===== src/rtl/pb_pkg.sv =====
// Shared types for the push-button conditioner.
// Holds the debounce FSM state encoding and the press counter width.
package pb_pkg;

    typedef enum logic [1:0] {
        IDLE_LO,
        CHK_HI,
        IDLE_HI,
        CHK_LO
    } pb_state_t;

    localparam int PRESS_CNT_W = 8;

endpackage


===== src/rtl/sync2.sv =====
// Two-flop synchronizer for one asynchronous input bit.
// Both stages clear to 0 on reset.
module sync2 (
    input  logic clk,
    input  logic rst_n,
    input  logic d,
    output logic q
);

    logic r_meta;
    logic r_q;

    always_ff @(posedge clk or negedge rst_n) begin
        if (!rst_n) begin
            r_meta <= 1'b0;
            r_q    <= 1'b0;
        end else begin
            r_meta <= d;
            r_q    <= r_meta;
        end
    end

    assign q = r_q;

endmodule


===== src/rtl/pb_conditioner.sv =====
// Push-button conditioner: synchronizes, debounces, emits edge pulses
// and counts accepted presses.
module pb_conditioner
    import pb_pkg::*;
#(
    parameter int DEBOUNCE_CYCLES = 16
) (
    input  logic                   clk,
    input  logic                   rst_n,
    input  logic                   PB_in,
    input  logic                   clr_cnt,
    output logic                   pb_level,
    output logic                   pb_rise,
    output logic                   pb_fall,
    output logic [PRESS_CNT_W-1:0] press_cnt
);

    localparam int CW = $clog2(DEBOUNCE_CYCLES);
    localparam logic [CW-1:0] LAST = CW'(DEBOUNCE_CYCLES - 1);

    logic                   w_sync;
    pb_state_t              r_state;
    pb_state_t              w_state_nxt;
    logic [CW-1:0]          r_cnt;
    logic [CW-1:0]          w_cnt_nxt;
    logic                   w_rise;
    logic                   w_fall;
    logic                   r_level;
    logic                   r_rise;
    logic                   r_fall;
    logic [PRESS_CNT_W-1:0] r_press;

    sync2 u_sync (
        .clk   (clk),
        .rst_n (rst_n),
        .d     (PB_in),
        .q     (w_sync)
    );

    always_ff @(posedge clk or negedge rst_n) begin
        if (!rst_n) begin
            r_state <= IDLE_LO;
            r_cnt   <= '0;
        end else begin
            r_state <= w_state_nxt;
            r_cnt   <= w_cnt_nxt;
        end
    end

    // Counter holds the number of consecutive samples that disagree with the level.
    always_comb begin
        w_state_nxt = r_state;
        w_cnt_nxt   = r_cnt;
        w_rise      = 1'b0;
        w_fall      = 1'b0;
        unique case (r_state)
            IDLE_LO: begin
                if (w_sync) begin
                    w_state_nxt = CHK_HI;
                    w_cnt_nxt   = CW'(1);
                end else begin
                    w_cnt_nxt = '0;
                end
            end
            CHK_HI: begin
                if (!w_sync) begin
                    w_state_nxt = IDLE_LO;
                    w_cnt_nxt   = '0;
                end else if (r_cnt == LAST) begin
                    w_state_nxt = IDLE_HI;
                    w_cnt_nxt   = '0;
                    w_rise      = 1'b1;
                end else begin
                    w_cnt_nxt = r_cnt + CW'(1);
                end
            end
            IDLE_HI: begin
                if (!w_sync) begin
                    w_state_nxt = CHK_LO;
                    w_cnt_nxt   = CW'(1);
                end else begin
                    w_cnt_nxt = '0;
                end
            end
            CHK_LO: begin
                if (w_sync) begin
                    w_state_nxt = IDLE_HI;
                    w_cnt_nxt   = '0;
                end else if (r_cnt == LAST) begin
                    w_state_nxt = IDLE_LO;
                    w_cnt_nxt   = '0;
                    w_fall      = 1'b1;
                end else begin
                    w_cnt_nxt = r_cnt + CW'(1);
                end
            end
        endcase
    end

    always_ff @(posedge clk or negedge rst_n) begin
        if (!rst_n) begin
            r_level <= 1'b0;
            r_rise  <= 1'b0;
            r_fall  <= 1'b0;
            r_press <= '0;
        end else begin
            r_rise <= w_rise;
            r_fall <= w_fall;
            if (w_rise) begin
                r_level <= 1'b1;
            end else if (w_fall) begin
                r_level <= 1'b0;
            end
            if (clr_cnt) begin
                r_press <= '0;
            end else if (w_rise) begin
                r_press <= r_press + PRESS_CNT_W'(1);
            end
        end
    end

    assign pb_level  = r_level;
    assign pb_rise   = r_rise;
    assign pb_fall   = r_fall;
    assign press_cnt = r_press;

endmodule


===== config.mk =====
export PLATFORM = sky130hd
export DESIGN_NAME = pb_conditioner
export DESIGN_NICKNAME = d
export VERILOG_FILES = /design/src/rtl/pb_pkg.sv /design/src/rtl/sync2.sv /design/src/rtl/pb_conditioner.sv
export SDC_FILE = /design/constraint.sdc
export NUM_CORES = 1
export LEC_CHECK = 0
export BUFFER_PORTS_ARGS = -buffer_cell sky130_fd_sc_hd__buf_2
export CAP_MARGIN = 20
export CORE_MARGIN = 10
export CORE_UTILIZATION = 45
export DETAILED_ROUTE_END_ITERATION = 12
export HOLD_SLACK_MARGIN = 0.03
export PLACE_DENSITY_LB_ADDON = 0.12
export RECOVER_POWER = 25
export SLEW_MARGIN = 40
export SYNTH_ARGS = -nofsm -noshare
export SYNTH_HDL_FRONTEND = slang
export SYNTH_SLANG_ARGS = --single-unit

===== constraint.sdc =====
create_clock -name clk -period 1.83 [get_ports clk]
set_input_delay 0.0915 -clock clk [delete_from_list [all_inputs] [get_ports clk]]
set_output_delay 0.0915 -clock clk [all_outputs]
set_load 0.02 [all_outputs]

; ---- Yosys cells after proc, flatten, opt, wreduce, memory -nomap -nowiden
; Cells that the tools add are included.
[classes]
n_addsub = 2
n_eq_ne = 8
n_mux = 22
reduce_logical = 4
[ops]
columns = op, n
row1 = 2-to-1 mux 8 bit, 2
row2 = case mux 4 bit (4 select lines), 1
row3 = 2-to-1 mux 2 bit, 6
row4 = 2-to-1 mux 4 bit, 3
row5 = 2-to-1 mux 1 bit, 9
row6 = "adder 8 x 1 -> 8 bit, second input constant", 1
row7 = case mux 2 bit (4 select lines), 1
row8 = "adder 4 x 1 -> 4 bit, second input constant", 1
row9 = "equality test 2 bit, second input constant", 2
row10 = "equality test 4 bit, second input constant", 1
row11 = AND reduction 4 bit, 1
row12 = nonzero test 2 bit, 2
row13 = "inequality test 3 x 2 -> 1 bit, second input constant", 1
row14 = "inequality test 3 bit, second input constant", 1
row15 = "equality test 2 x 1 -> 1 bit, second input constant", 1
row16 = logical NOT 2 bit, 1
row17 = "inequality test 2 x 1 -> 1 bit, second input constant", 1
row18 = "inequality test 2 bit, second input constant", 1
[word_totals]
ff_bits = 19
in_bits = 4
output_inout_bits = 11
wordCells = 44

; ---- Depth between registers and ports, before layout
[depth]
depth_word = 6
mapped_depth = 5
ltp_nobuf = 4

; ---- By module
; A second synthesis with hierarchy kept.
[unflattened]
cells_unflattened = 79
area_unflattened_um2 = 857.1
[by_module_without_submodules]
columns = module, instances, cells_per_inst, area_per_inst_um2, seq_area_each_um2
row1 = pb_conditioner, 1, 77, 807.0, 425.4
row2 = sync2, 1, 2, 50.0, 50.0

; ---- Least setup slack after synthesis
; No wires, ideal clock.
[synth_timing]
path_kind = register to register
start = register r_cnt[0]
end = register r_press[7] (netlist: press_cnt[7])
setup_time_ns = 0.125
arrival_time_ns = 1.388
required_ns = 1.705
slack_ns = 0.317
stages_incl_launch_ff = 5
n_path_buf = 0
period_less_slack_ns = 1.513
path_cell_list = dfrtp_1 -> ha_1 -> nand4_4 -> nor4_1 -> mux2_2
[synth_between]
elab_chain_cells = 5
[synth_lines]
columns = element, line
row1 = start: declaration, pb_conditioner.sv:24  ; logic [CW-1:0] r_cnt;
row2 = start signal: assignment, pb_conditioner.sv:46  ; r_cnt <= w_cnt_nxt;
row3 = equality test 4 bit, pb_conditioner.sv:69  ; end else if (r_cnt == LAST) begin
row4 = 2-to-1 mux 1 bit, pb_conditioner.sv:69
row5 = 2-to-1 mux 1 bit, pb_conditioner.sv:66  ; if (!w_sync) begin
row6 = 2-to-1 mux 1 bit, pb_conditioner.sv:56  ; unique case (r_state)
row7 = nonzero test 2 bit (no line), -
row8 = end signal: assignment, pb_conditioner.sv:117  ; r_press <= r_press + PRESS_CNT_W'(1);
row9 = end: declaration, pb_conditioner.sv:31  ; logic [PRESS_CNT_W-1:0] r_press;
; No other way between the ends.
; A chain may end at the register's enable or synchronous reset.

; ---- Worst setup path after layout
; Ends and elaborated chain as after synthesis.

==> impl_metrics.json <==
{
  "worstSetupEndpointType": "flip-flop",
  "synthesis.area_per_instance_sq_um": 10.90,
  "portion_of_the_post_synthesis_area_used_by_sequential_elements_pct": 55.23,
  "layout_min_cycle_time_ns": 1.709,
  "placement_rows": 15,
  "async_flop_share_pct": 100.0,
  "cap_viol_max_count": 0,
  "min_setup_slack_post_route_ns": 0.1214,
  "timing_worst_setup_path_type": "flip-flop to flip-flop",
  "detailroute.via_count": 665,
  "cts_buffers": 3,
  "cts_hold_fix_bufs": 2,
  "detail_route.drc_violations": 0,
  "most_area_consuming_cells_after_synthesis": "sky130_fd_sc_hd__dfrtp_1 55%, sky130_fd_sc_hd__a21oi_1 5.2%, sky130_fd_sc_hd__o31ai_1 3.5%",
  "design.final.nets": 105,
  "cts_resized": 0,
  "initial_utilization_pct": 48.79,
  "maxClockFrequency_mhz": 585.3,
  "netlist-cell-type-count": 30,
  "drtAntennaViolNets": 0,
  "totalWireLength_mm": 1.690,
  "internal_power_mw": 0.5385,
  "dominantRegCellSynth": "sky130_fd_sc_hd__dfrtp_1",
  "vdd_ir_drop_max_mv": 0.4426,
  "hold_path.class": "input port to flip-flop",
  "post-dp-hpwl_mm": 1.209,
  "simple_gate_portion_of_the_synthesized_area_pct": 21.66,
  "dieArea_sq_um": 4062,
  "insertedDiodeCount": 0,
  "drt_pre_antenna_iters": 4,
  "drv_slew": 0,
  "post_synth_fa_ha_maj_area_fraction_pct": 2.907,
  "met1_demand_to_capacity_share_in_global_routing_pct": 9.707,
  "switching_share_pct": 23.07,
  "synthMostInstantiatedCell": "sky130_fd_sc_hd__dfrtp_1",
  "finalWeightedCongestion": 0.7319,
  "ctsLongestPathBuffers": 2,
  "synthMuxAreaShare_pct": 1.308,
  "core_area_sq_um": 1764,
  "finalClockSkew_ns": 0.005019,
  "run_status": "complete, no violations",
  "vias_per_cell": 5.407,
  "tritoncts": "done",
  "grt_pass1_vias": 600,
  "finalHoldViolCount": 0,
  "globalRouteTotalUtil_pct": 8.128,
  "syn_inst": 79,
  "finalCritPeriodShare_pct": 93.36,
  "syn2layout_area_growth_pct": 17.01,
  "final-setup-viol-count": 0,
  "cell_area_synth_sq_um": 860.8,
  "yosys.area_share.xor_xnor_pct": 2.035,
  "slew_at_the_pin_closest_to_its_max_slew_limit_ns": 1.021,
  "die_w_um": 63.74,
  "synth_enable_flop_cells": 0,
  "grt_overflow_total": 0,
  "power.combinational.fraction_pct": 7.8,
  "timing.critical_path.fanout_max": 12,
  "global_route.peak_usage_layer": "met2",
  "ys_seq_elements": 19,
  "cts.repair_timing.setup_buffer_count": 0,
  "drt_initial_violations": 13,
  "post_dp_cell_area_sq_um": 962.2,
  "worst-endpoint-arrival_ns": 1.89,
  "synth_top_family_by_area": "simple AND/OR/NAND/NOR gates",
  "clkTransAtPathRegs_ns": 0.10,
  "grt_first_pass_wirelength_mm": 2.670,
  "groute.layer.met2.usage_pct": 11.43,
  "wl_per_cell_um": 13.74,
  "slew_headroom_pct": 31.96,
  "synth-warning-count": 0,
  "netlist.area_leader.share_pct": 55.23,
  "leakagePower_nw": 0.4615,
  "post_synthesis_net_count": 85,
  "sequential_share_of_power_pct": 63.1,
  "ctsHtreeMaxLevel": 1,
  "drive_above_1_share_pct": 20.41,
  "clkLatencyLatePin_ns": 0.29,
  "met3_usage_pct": 4.007,
  "clock_sinks": 19,
  "io_buffer_count": 14,
  "totalNegativeSetupSlack_ns": 0,
  "crit_required_ns": 2.01,
  "dieHeight_um": 63.74,
  "grt_start_max_net_pins": 20,
  "synth_compound_area_share_pct": 13.81,
  "switchingPower_mw": 0.1615,
  "top_level_ports": 15,
  "power.clock.fraction_pct": 29.1,
  "critPathLaunchType": "flip-flop",
  "detailedPlace.worstSlack_ns": 0.1472,
  "synth_top_cell_by_area": "sky130_fd_sc_hd__dfrtp_1",
  "finalInstanceArea_sq_um": 1007,
  "antenna_found_initial": 0,
  "power_dens_cells_nw_per_um2": 694.9,
  "cts.root.buffer_cell": "sky130_fd_sc_hd__clkbuf_4",
  "synth_top_cells_by_count": "19 x sky130_fd_sc_hd__dfrtp_1, 9 x sky130_fd_sc_hd__a21oi_1, 6 x sky130_fd_sc_hd__nand2_1",
  "rsz0062_at_grt": "no"
}
area by class of cell:
type | instances | area, sq um
fillers | 171 | 757.0
clock buffers | 4 | 26.28
inverters | 3 | 11.26
flip-flops and latches | 19 | 475.5
repair buffers | 18 | 103.9
well taps | 25 | 31.28
multi-input cells | 54 | 359.1
worst paths after layout:
path / startpoint / depth (start not counted) / end / slack [ns]
max: r_cnt[0] / 4 / press_cnt[7] / 0.12
min: clr_cnt / 2 / press_cnt[2] / 0.07
max reg2reg: r_cnt[0] / 4 / press_cnt[7] / 0.12
min reg2reg: u_sync.r_meta / 0 / u_sync.q / 0.37
max in group asynchronous: rst_n / 2 / press_cnt[0] / 0.73
min in group asynchronous: rst_n / 2 / r_cnt[3] / 0.48
state kept, by name, summed over array words and instances, names as in the netlist, named ones only:
signal	count
pb_fall	1
r_cnt	4
press_cnt	8
u_sync.q	1
u_sync.r_meta	1
pb_level	1
r_state	1
pb_rise	1
cells in the final DEF, fill, tap and decap left out, types with 3 or more instances in the layout:
master | netlist | routed
sky130_fd_sc_hd__o31ai_1 | 4 | 4
sky130_fd_sc_hd__o21ai_0 | 4 | 4
sky130_fd_sc_hd__inv_1 | 3 | 3
sky130_fd_sc_hd__nand2_1 | 6 | 6
sky130_fd_sc_hd__a21oi_1 | 9 | 9
sky130_fd_sc_hd__or4_1 | 4 | 4
sky130_fd_sc_hd__dfrtp_1 | 19 | 19
sky130_fd_sc_hd__buf_2 | 0 | 13
sky130_fd_sc_hd__nand4b_1 | 3 | 3
sky130_fd_sc_hd__nor2_1 | 4 | 4
sky130_fd_sc_hd__clkbuf_4 | 0 | 3
kinds of logic (layout without fill, tap and decap cells):
| family | Yosys count | count (layout) |
|---|---|---|
| and+or+nand+nor | 29 | 29 |
| AOI/OAI and AO/OA | 20 | 20 |
| DFF | 19 | 19 |
| muxes | 1 | 1 |
| adders and majority gates | 2 | 2 |
| buffers and inverters | 6 | 25 |
| xor gates and xnor gates | 2 | 2 |
stage by stage:
step	hold WS, ns	instances	total power [mW]	util (%)
5_1_grt	0.07087	123	0.7422	57.09
3_5_place_dp	0.05551	117	0.5031	54.54
6_report	0.07180	123	0.7000	57.09
3_3_place_gp	0.05191	117	0.5023	54.54
2_1_floorplan	-0.2041	79	0.4793	-
4_1_cts	0.05470	123	0.7164	57.16
critical path: stages, from the launching register on:
cell                      delay [ns]
sky130_fd_sc_hd__dfrtp_1        0.41
sky130_fd_sc_hd__ha_1           0.29
sky130_fd_sc_hd__nand4_4        0.21
sky130_fd_sc_hd__nor4_1         0.34
sky130_fd_sc_hd__mux2_2         0.36
power by group through the flow:
| stage | Clock (mW) | Combinational (mW) | Sequential [mW] |
|---|---|---|---|
| final | 0.204 | 0.0544 | 0.442 |
| after global routing | 0.236 | 0.0622 | 0.444 |
| after CTS | 0.218 | 0.0563 | 0.442 |
| after detailed placement | 0 | 0.0529 | 0.450 |
| after global placement | 0 | 0.0527 | 0.450 |
| after floorplan | 0 | 0.0229 | 0.456 |
metal layers:
layer / up-vias / wire (um)
met2: 9 / 741
met1: 324 / 841
met5: - / 0
met4: 0 / 14
li1: 330 / -
met3: 2 / 93
(Power assumes the default switching activity.)
